`src/rtl/a2d_scan_pkg.sv`:
```
// rtl/a2d_scan_pkg.sv - shared types, widths and command-word builder for the A2D scanner
package a2d_scan_pkg;

    localparam int ADC_RES_W  = 12;
    localparam int SPI_WORD_W = 16;

    typedef enum logic [2:0] {
        IDLE,
        CMD,
        GAP,
        READ,
        UPD
    } state_t;

    // ADC128S control word: channel address sits in bits [13:11]
    function automatic logic [SPI_WORD_W-1:0] build_cmd(input logic [2:0] addr);
        return {2'b00, addr, 11'h000};
    endfunction

endpackage

```
`src/rtl/spi_xfer16.sv`:
```
// rtl/spi_xfer16.sv - 16-bit SPI monarch, CPOL=1 CPHA=1, MSB first, SS low for 17 SCLK periods
module spi_xfer16 #(
    parameter int SCLK_DIV = 32
) (
    input  logic        clk,
    input  logic        rst_n,
    input  logic        start,
    input  logic [15:0] cmd,
    output logic        done,
    output logic [15:0] resp,
    output logic        SS_n,
    output logic        SCLK,
    output logic        MOSI,
    input  logic        MISO
);

    localparam int HALF = SCLK_DIV / 2;
    localparam int HW   = (HALF > 1) ? $clog2(HALF) : 1;

    typedef enum logic [2:0] {
        X_IDLE,
        X_LEAD,
        X_LOW,
        X_HIGH,
        X_TRAIL
    } xstate_t;

    xstate_t     xs;
    logic [HW-1:0] hcnt;
    logic [4:0]  bitcnt;
    logic [15:0] tx_sr;
    logic [15:0] rx_sr;
    logic        half_end;

    assign half_end = (hcnt == HW'(HALF - 1));

    // Lead-in and trail phases are each half an SCLK period, giving 17 periods with SS low
    always_ff @(posedge clk) begin
        done <= 1'b0;
        if (!rst_n) begin
            xs     <= X_IDLE;
            SS_n   <= 1'b1;
            SCLK   <= 1'b1;
            MOSI   <= 1'b0;
            hcnt   <= '0;
            bitcnt <= '0;
            tx_sr  <= '0;
            rx_sr  <= '0;
            resp   <= '0;
            done   <= 1'b0;
        end else begin
            if (xs != X_IDLE) begin
                hcnt <= half_end ? '0 : hcnt + 1'b1;
            end
            case (xs)
                X_IDLE: begin
                    if (start) begin
                        SS_n   <= 1'b0;
                        tx_sr  <= cmd;
                        bitcnt <= '0;
                        hcnt   <= '0;
                        xs     <= X_LEAD;
                    end
                end
                X_LEAD: begin
                    if (half_end) begin
                        SCLK  <= 1'b0;
                        MOSI  <= tx_sr[15];
                        tx_sr <= {tx_sr[14:0], 1'b0};
                        xs    <= X_LOW;
                    end
                end
                X_LOW: begin
                    if (half_end) begin
                        SCLK   <= 1'b1;
                        rx_sr  <= {rx_sr[14:0], MISO};
                        bitcnt <= bitcnt + 1'b1;
                        xs     <= X_HIGH;
                    end
                end
                X_HIGH: begin
                    if (half_end) begin
                        if (bitcnt == 5'd16) begin
                            xs <= X_TRAIL;
                        end else begin
                            SCLK  <= 1'b0;
                            MOSI  <= tx_sr[15];
                            tx_sr <= {tx_sr[14:0], 1'b0};
                            xs    <= X_LOW;
                        end
                    end
                end
                X_TRAIL: begin
                    if (half_end) begin
                        SS_n <= 1'b1;
                        MOSI <= 1'b0;
                        resp <= rx_sr;
                        done <= 1'b1;
                        xs   <= X_IDLE;
                    end
                end
                default: xs <= X_IDLE;
            endcase
        end
    end

endmodule

```
`src/rtl/a2d_scan_intf.sv`:
```
// rtl/a2d_scan_intf.sv - round-robin ADC128S channel scanner; A2D_SCAN_AVG_EN adds a per-channel IIR filter
module a2d_scan_intf
    import a2d_scan_pkg::*;
#(
    parameter int                  NUM_CH      = 4,
    parameter logic [NUM_CH*3-1:0] CH_MAP      = {3'd4, 3'd3, 3'd1, 3'd0},
    parameter int                  SCLK_DIV    = 32,
    parameter int                  CONV_PERIOD = 1024
) (
    input  logic                                          clk,
    input  logic                                          rst_n,
    input  logic                                          en,
    input  logic                                          MISO,
    output logic                                          a2d_SS_n,
    output logic                                          SCLK,
    output logic                                          MOSI,
    output logic [NUM_CH*ADC_RES_W-1:0]                   rdata,
    output logic                                          cnv_cmplt,
    output logic [((NUM_CH > 1) ? $clog2(NUM_CH) : 1)-1:0] cnv_ch
);

    localparam int CH_W  = (NUM_CH > 1) ? $clog2(NUM_CH) : 1;
    localparam int TMR_W = (CONV_PERIOD > 1) ? $clog2(CONV_PERIOD) : 1;
    localparam int GAP_W = $clog2(SCLK_DIV);

    state_t                  state;
    logic [TMR_W-1:0]        timer;
    logic                    tick;
    logic                    pending;
    logic [CH_W-1:0]         idx;
    logic [GAP_W-1:0]        gap_cnt;
    logic [2:0]              cur_addr;
    logic                    spi_start;
    logic                    spi_done;
    logic [SPI_WORD_W-1:0]   spi_resp;
    logic [ADC_RES_W-1:0]    sample;
    logic                    unused_resp_hi;

    assign tick           = en && (timer == TMR_W'(CONV_PERIOD - 1));
    assign sample         = spi_resp[ADC_RES_W-1:0];
    assign unused_resp_hi = ^spi_resp[SPI_WORD_W-1:ADC_RES_W];

    // Start is combinational so the SPI engine launches on the same edge the FSM advances;
    // the GAP launch is one count early to keep SS high for exactly SCLK_DIV cycles.
    assign spi_start = ((state == IDLE) && pending && en) ||
                       ((state == GAP) && (gap_cnt == GAP_W'(SCLK_DIV - 2)));

    always_comb begin
        cur_addr = CH_MAP[2:0];
        for (int i = 0; i < NUM_CH; i++) begin
            if (idx == CH_W'(i)) cur_addr = CH_MAP[3*i +: 3];
        end
    end

    always_ff @(posedge clk) begin
        if (!rst_n || !en) begin
            timer <= '0;
        end else if (tick) begin
            timer <= '0;
        end else begin
            timer <= timer + 1'b1;
        end
    end

`ifdef A2D_SCAN_AVG_EN
    logic [NUM_CH-1:0] loaded;

    function automatic logic [ADC_RES_W-1:0] iir(input logic [ADC_RES_W-1:0] old,
                                                 input logic [ADC_RES_W-1:0] smp);
        logic [ADC_RES_W+1:0] acc;
        acc = {2'b00, old} + {1'b0, old, 1'b0} + {2'b00, smp};
        return acc[ADC_RES_W+1:2];
    endfunction
`endif

    always_ff @(posedge clk) begin
        cnv_cmplt <= 1'b0;
        if (!rst_n) begin
            state     <= IDLE;
            pending   <= 1'b0;
            idx       <= '0;
            gap_cnt   <= '0;
            rdata     <= '0;
            cnv_ch    <= '0;
            cnv_cmplt <= 1'b0;
`ifdef A2D_SCAN_AVG_EN
            loaded    <= '0;
`endif
        end else begin
            // A fresh expiry outranks the launch clear so back-to-back requests are not lost
            if (!en) begin
                pending <= 1'b0;
            end else if (tick) begin
                pending <= 1'b1;
            end else if (state == IDLE) begin
                pending <= 1'b0;
            end

            case (state)
                IDLE: begin
                    if (pending && en) state <= CMD;
                end
                CMD: begin
                    if (spi_done) begin
                        gap_cnt <= '0;
                        state   <= GAP;
                    end
                end
                GAP: begin
                    gap_cnt <= gap_cnt + 1'b1;
                    if (gap_cnt == GAP_W'(SCLK_DIV - 2)) state <= READ;
                end
                READ: begin
                    if (spi_done) begin
                        for (int i = 0; i < NUM_CH; i++) begin
                            if (idx == CH_W'(i)) begin
`ifdef A2D_SCAN_AVG_EN
                                rdata[ADC_RES_W*i +: ADC_RES_W] <= loaded[i] ?
                                    iir(rdata[ADC_RES_W*i +: ADC_RES_W], sample) : sample;
                                loaded[i] <= 1'b1;
`else
                                rdata[ADC_RES_W*i +: ADC_RES_W] <= sample;
`endif
                            end
                        end
                        cnv_cmplt <= 1'b1;
                        cnv_ch    <= idx;
                        state     <= UPD;
                    end
                end
                UPD: begin
                    idx   <= (idx == CH_W'(NUM_CH - 1)) ? '0 : idx + 1'b1;
                    state <= IDLE;
                end
                default: state <= IDLE;
            endcase
        end
    end

    spi_xfer16 #(
        .SCLK_DIV(SCLK_DIV)
    ) u_spi (
        .clk  (clk),
        .rst_n(rst_n),
        .start(spi_start),
        .cmd  (build_cmd(cur_addr)),
        .done (spi_done),
        .resp (spi_resp),
        .SS_n (a2d_SS_n),
        .SCLK (SCLK),
        .MOSI (MOSI),
        .MISO (MISO)
    );

endmodule

```
`config.mk`:
```
export PLATFORM = sky130hd
export DESIGN_NAME = a2d_scan_intf
export DESIGN_NICKNAME = d
export VERILOG_FILES = /design/src/rtl/a2d_scan_pkg.sv /design/src/rtl/spi_xfer16.sv /design/src/rtl/a2d_scan_intf.sv
export SDC_FILE = /design/constraint.sdc
export NUM_CORES = 1
export LEC_CHECK = 0
export BUFFER_PORTS_ARGS = -buffer_cell sky130_fd_sc_hd__buf_2
export CORE_UTILIZATION = 35
export DETAILED_ROUTE_END_ITERATION = 8
export GPL_ROUTABILITY_DRIVEN = 0
export HOLD_SLACK_MARGIN = 0.1
export PLACE_DENSITY = 0.53
export SLEW_MARGIN = 20
export SYNTH_ARGS = -nofsm -noshare
export SYNTH_HDL_FRONTEND = slang
export SYNTH_SLANG_ARGS = --single-unit
```
`constraint.sdc`:
```
create_clock -name clk -period 3.52 [get_ports clk]
set_input_delay 0.176 -clock clk [delete_from_list [all_inputs] [get_ports clk]]
set_output_delay 0.176 -clock clk [all_outputs]
set_load 0.05 [all_outputs]
```
==> impl_metrics.py <==
metrics = {
    "status": {
        "outcome": "finished, final reports clean",
    },
    "setup_path": {
        "crit_family": "simple AND/OR/NAND/NOR gates",
        "crit_chain": "ha_1 > and3_1 > and3_1 > a21boi_0 > a221oi_1",
        "end_kind": "register",
        "cp_data_required_time_ns": 3.80,
        "cp_max_fo": 16,
        "start_kind": "register",
        "slowest_delay_ns": 0.54,
        "crit_top_cell": "and3_1",
        "critPathKind": "reg -> reg",
        "cp.buffers_inverters": 0,
        "cpMaxStageDelayCell": "and3_1",
        "cp.arrival_ns": 2.31,
    },
    "clock_network": {
        "clock_path_buffers": 2,
        "hold_buffers": 1,
        "numCtsBuffers": 17,
        "post_cts_resized": 0,
        "root_buffer": "clkbuf_16",
        "h-tree-depth": 4,
        "clk_transition_reported_paths_ns": 0.05,
        "cts_setup_buffers": 0,
        "tritoncts": "done",
        "clock-sinks": 117,
        "clkLatencyLatePin_ns": 0.41,
    },
    "grt": {
        "overflow": 0,
        "grt_max_degree": 68,
        "grtUsageMet2_pct": 25.3,
        "met1_usage_pct": 22.6,
        "grt_usage_pct": 16.7,
        "grt_pass1_wl_um": 18400,
        "first_global_vias": 3660,
        "use_met3_pct": 4.39,
        "grt_antenna_before_repair": 0,
        "busiest_layer": "met2",
    },
    "yosys": {
        "synth_top_family_by_area": "simple AND/OR/NAND/NOR gates",
        "synth_most_common_cell": "dfxtp_1",
        "syn-num-nets": 568,
        "synth_area_leaders": "dfxtp_1 (49%), nand2_1 (8.2%), a21oi_1 (7.9%)",
        "synth.area.mux_share_pct": 4.48,
        "yosysWarnings": 0,
        "synth_top_area_share_pct": 49.3,
        "synth-xor-area-share_pct": 1.66,
        "yosys.area_share.simple_pct": 23.6,
        "synth-seq-area-share_pct": 49.3,
        "synth_edf_count": 0,
        "ys_types": 55,
        "synth-main-ff-cell": "dfxtp_1",
        "syn_area_um2": 4750,
        "async_flop_share_pct": 0,
        "yosysTopAreaCell": "dfxtp_1",
        "syn_area_per_cell_um2": 8.57,
        "syn_inst": 554,
        "yosys-top-cells-count": "dfxtp_1 (117), nand2_1 (104), a21oi_1 (75), nand3_1 (63), nor2_1 (45)",
        "synth_seq_cells": 117,
        "synth-compound-area-share_pct": 13.8,
        "synth_fa_ha_area_share_pct": 2.64,
    },
    "routing": {
        "first_iter_violations": 283,
        "wl_um": 11100,
        "route.vias.total": 3973,
        "drc": 0,
        "wl_per_cell_um": 14.1,
        "routed_via_density": 5.05,
        "ant_nets": 0,
        "firstDrtPassIters": 4,
    },
    "placed_design": {
        "hpwl_um": 7470,
        "place_ws_ns": 1.51,
        "dpl_cell_area_um2": 5090,
        "io_buffers": 57,
    },
    "timing": {
        "max_slew_margin_pct": 37.4,
        "hold_viol": 0,
        "fmax_mhz": 495,
        "setup_violations": 0,
        "setup_tns_ns": 0,
        "rsz0062_at_grt": "false",
        "period_share_pct": 57.4,
        "maxSlewViolCount": 0,
        "whs_ns": 0.145,
        "finalCriticalPeriod_ns": 2.02,
        "setup_slack_ns": 1.50,
        "finClkSkew_ns": 0.00537,
        "worstMarginPinSlew_ns": 0.940,
    },
    "die": {
        "chipHeight_um": 118,
        "io_pins": 58,
        "core_um2": 13200,
        "die_x_um": 118,
        "die_area_um2": 14000,
        "start_util_pct": 35.9,
        "num_rows": 42,
    },
    "layout": {
        "drive_above_1_share_pct": 16.9,
        "syn_to_final_growth_pct": 20.1,
        "final_util_pct": 43.1,
        "nets": 611,
        "fin_area_um2": 5700,
        "diodes": 0,
    },
    "min_path": {
        "hold_path_class": "in -> reg",
    },
    "power_and_ir_drop": {
        "cellLeakagePower_nw": 2.20,
        "vdd_drop_max_uv": 323,
        "powerDensity_nw_per_um2": 552,
    },
    "run": {
        "maxCapViolCount": 0,
    },
}
cell families after synthesis:
family | count (synthesis)
flip-flops | 117
buffers and inverters | 45
adder cells (fa/ha/maj) | 10
XOR/XNOR | 9
AO/OA/AOI/OAI | 107
multiplexers | 21
AND/OR/NAND/NOR | 245
worst paths after layout:
path | startpoint | to | slack, ns | cells after the start
max | u_spi.hcnt[0] | u_spi.bitcnt[1] | 1.50 | 5
max reg2reg | u_spi.hcnt[0] | u_spi.bitcnt[1] | 1.50 | 5
min | en | pending | 0.14 | 3
min reg2reg | rdata[17] | rdata[17] | 0.45 | 2
cell type report:
cell class,count,area [um^2]
fillers,1346,7540
well taps,176,220
clock buffers,23,478
repair buffers,60,310
flip-flops and latches,117,2340
multi-input cells,392,2190
inverters,9,35.0
clock inverters,9,125
report_power, final:
| group | leakage (nW) | total [W] | switching, W | internal, W |
|---|---|---|---|---|
| Sequential | 0.942 | 0.00134 | 0.00000608 | 0.00133 |
| Combinational | 0.965 | 0.0000657 | 0.0000464 | 0.0000192 |
| Clock | 0.293 | 0.00174 | 0.000580 | 0.00116 |
| Total | 2.20 | 0.00315 | 0.000633 | 0.00251 |
cells in the final DEF, fill, tap and decap left out, types with 3 or more instances in the layout:
| master | n |
|---|---|
| dfxtp_1 | 117 |
| and3_1 | 4 |
| a211oi_1 | 3 |
| clkbuf_8 | 3 |
| nor2_1 | 45 |
| inv_1 | 8 |
| clkbuf_16 | 17 |
| mux2i_1 | 19 |
| xor2_1 | 6 |
| nor3_1 | 4 |
| o21ai_0 | 4 |
| o21ai_1 | 3 |
| nand2_1 | 104 |
| clkbuf_1 | 3 |
| ha_1 | 10 |
| a311oi_1 | 4 |
| nand2b_1 | 3 |
| nand3_1 | 63 |
| a21oi_1 | 75 |
| nand4_1 | 5 |
| xnor2_1 | 3 |
| clkinv_2 | 5 |
| and2_1 | 4 |
| bufinv_16 | 3 |
| buf_2 | 57 |
sequential cells by signal, summed over array words and instances (netlist names), 2 cells and up:
register / count
cnv_ch: 2
idx: 2
gap_cnt: 5
u_spi.hcnt: 4
u_spi.xs: 3
u_spi.rx_sr: 12
u_spi.tx_sr: 5
state: 3
u_spi.bitcnt: 5
u_spi.resp: 12
timer: 10
rdata: 48
through the flow:
step	cells	power, W
2_1_floorplan	554	0.00141
3_3_place_gp	753	0.00143
3_5_place_dp	753	0.00143
4_1_cts	786	0.00317
5_1_grt	786	0.00326
6_report	786	0.00315
metal layers:
layer / wire length [um] / part of all wire, %
met1: 5530 / 50
met2: 4930 / 45
met3: 482 / 4.4
met4: 119 / 1.1
met5: 0 / 0
worst min-delay path, delay by kind of cell:
| kind | cells | cell delay [ns] |
|---|---|---|
| buffers and inverters | 1 | 0.12 |
| AO/OA/AOI/OAI | 1 | 0.06 |
| AND/OR/NAND/NOR | 1 | 0.14 |
(Power assumes the default switching activity.)
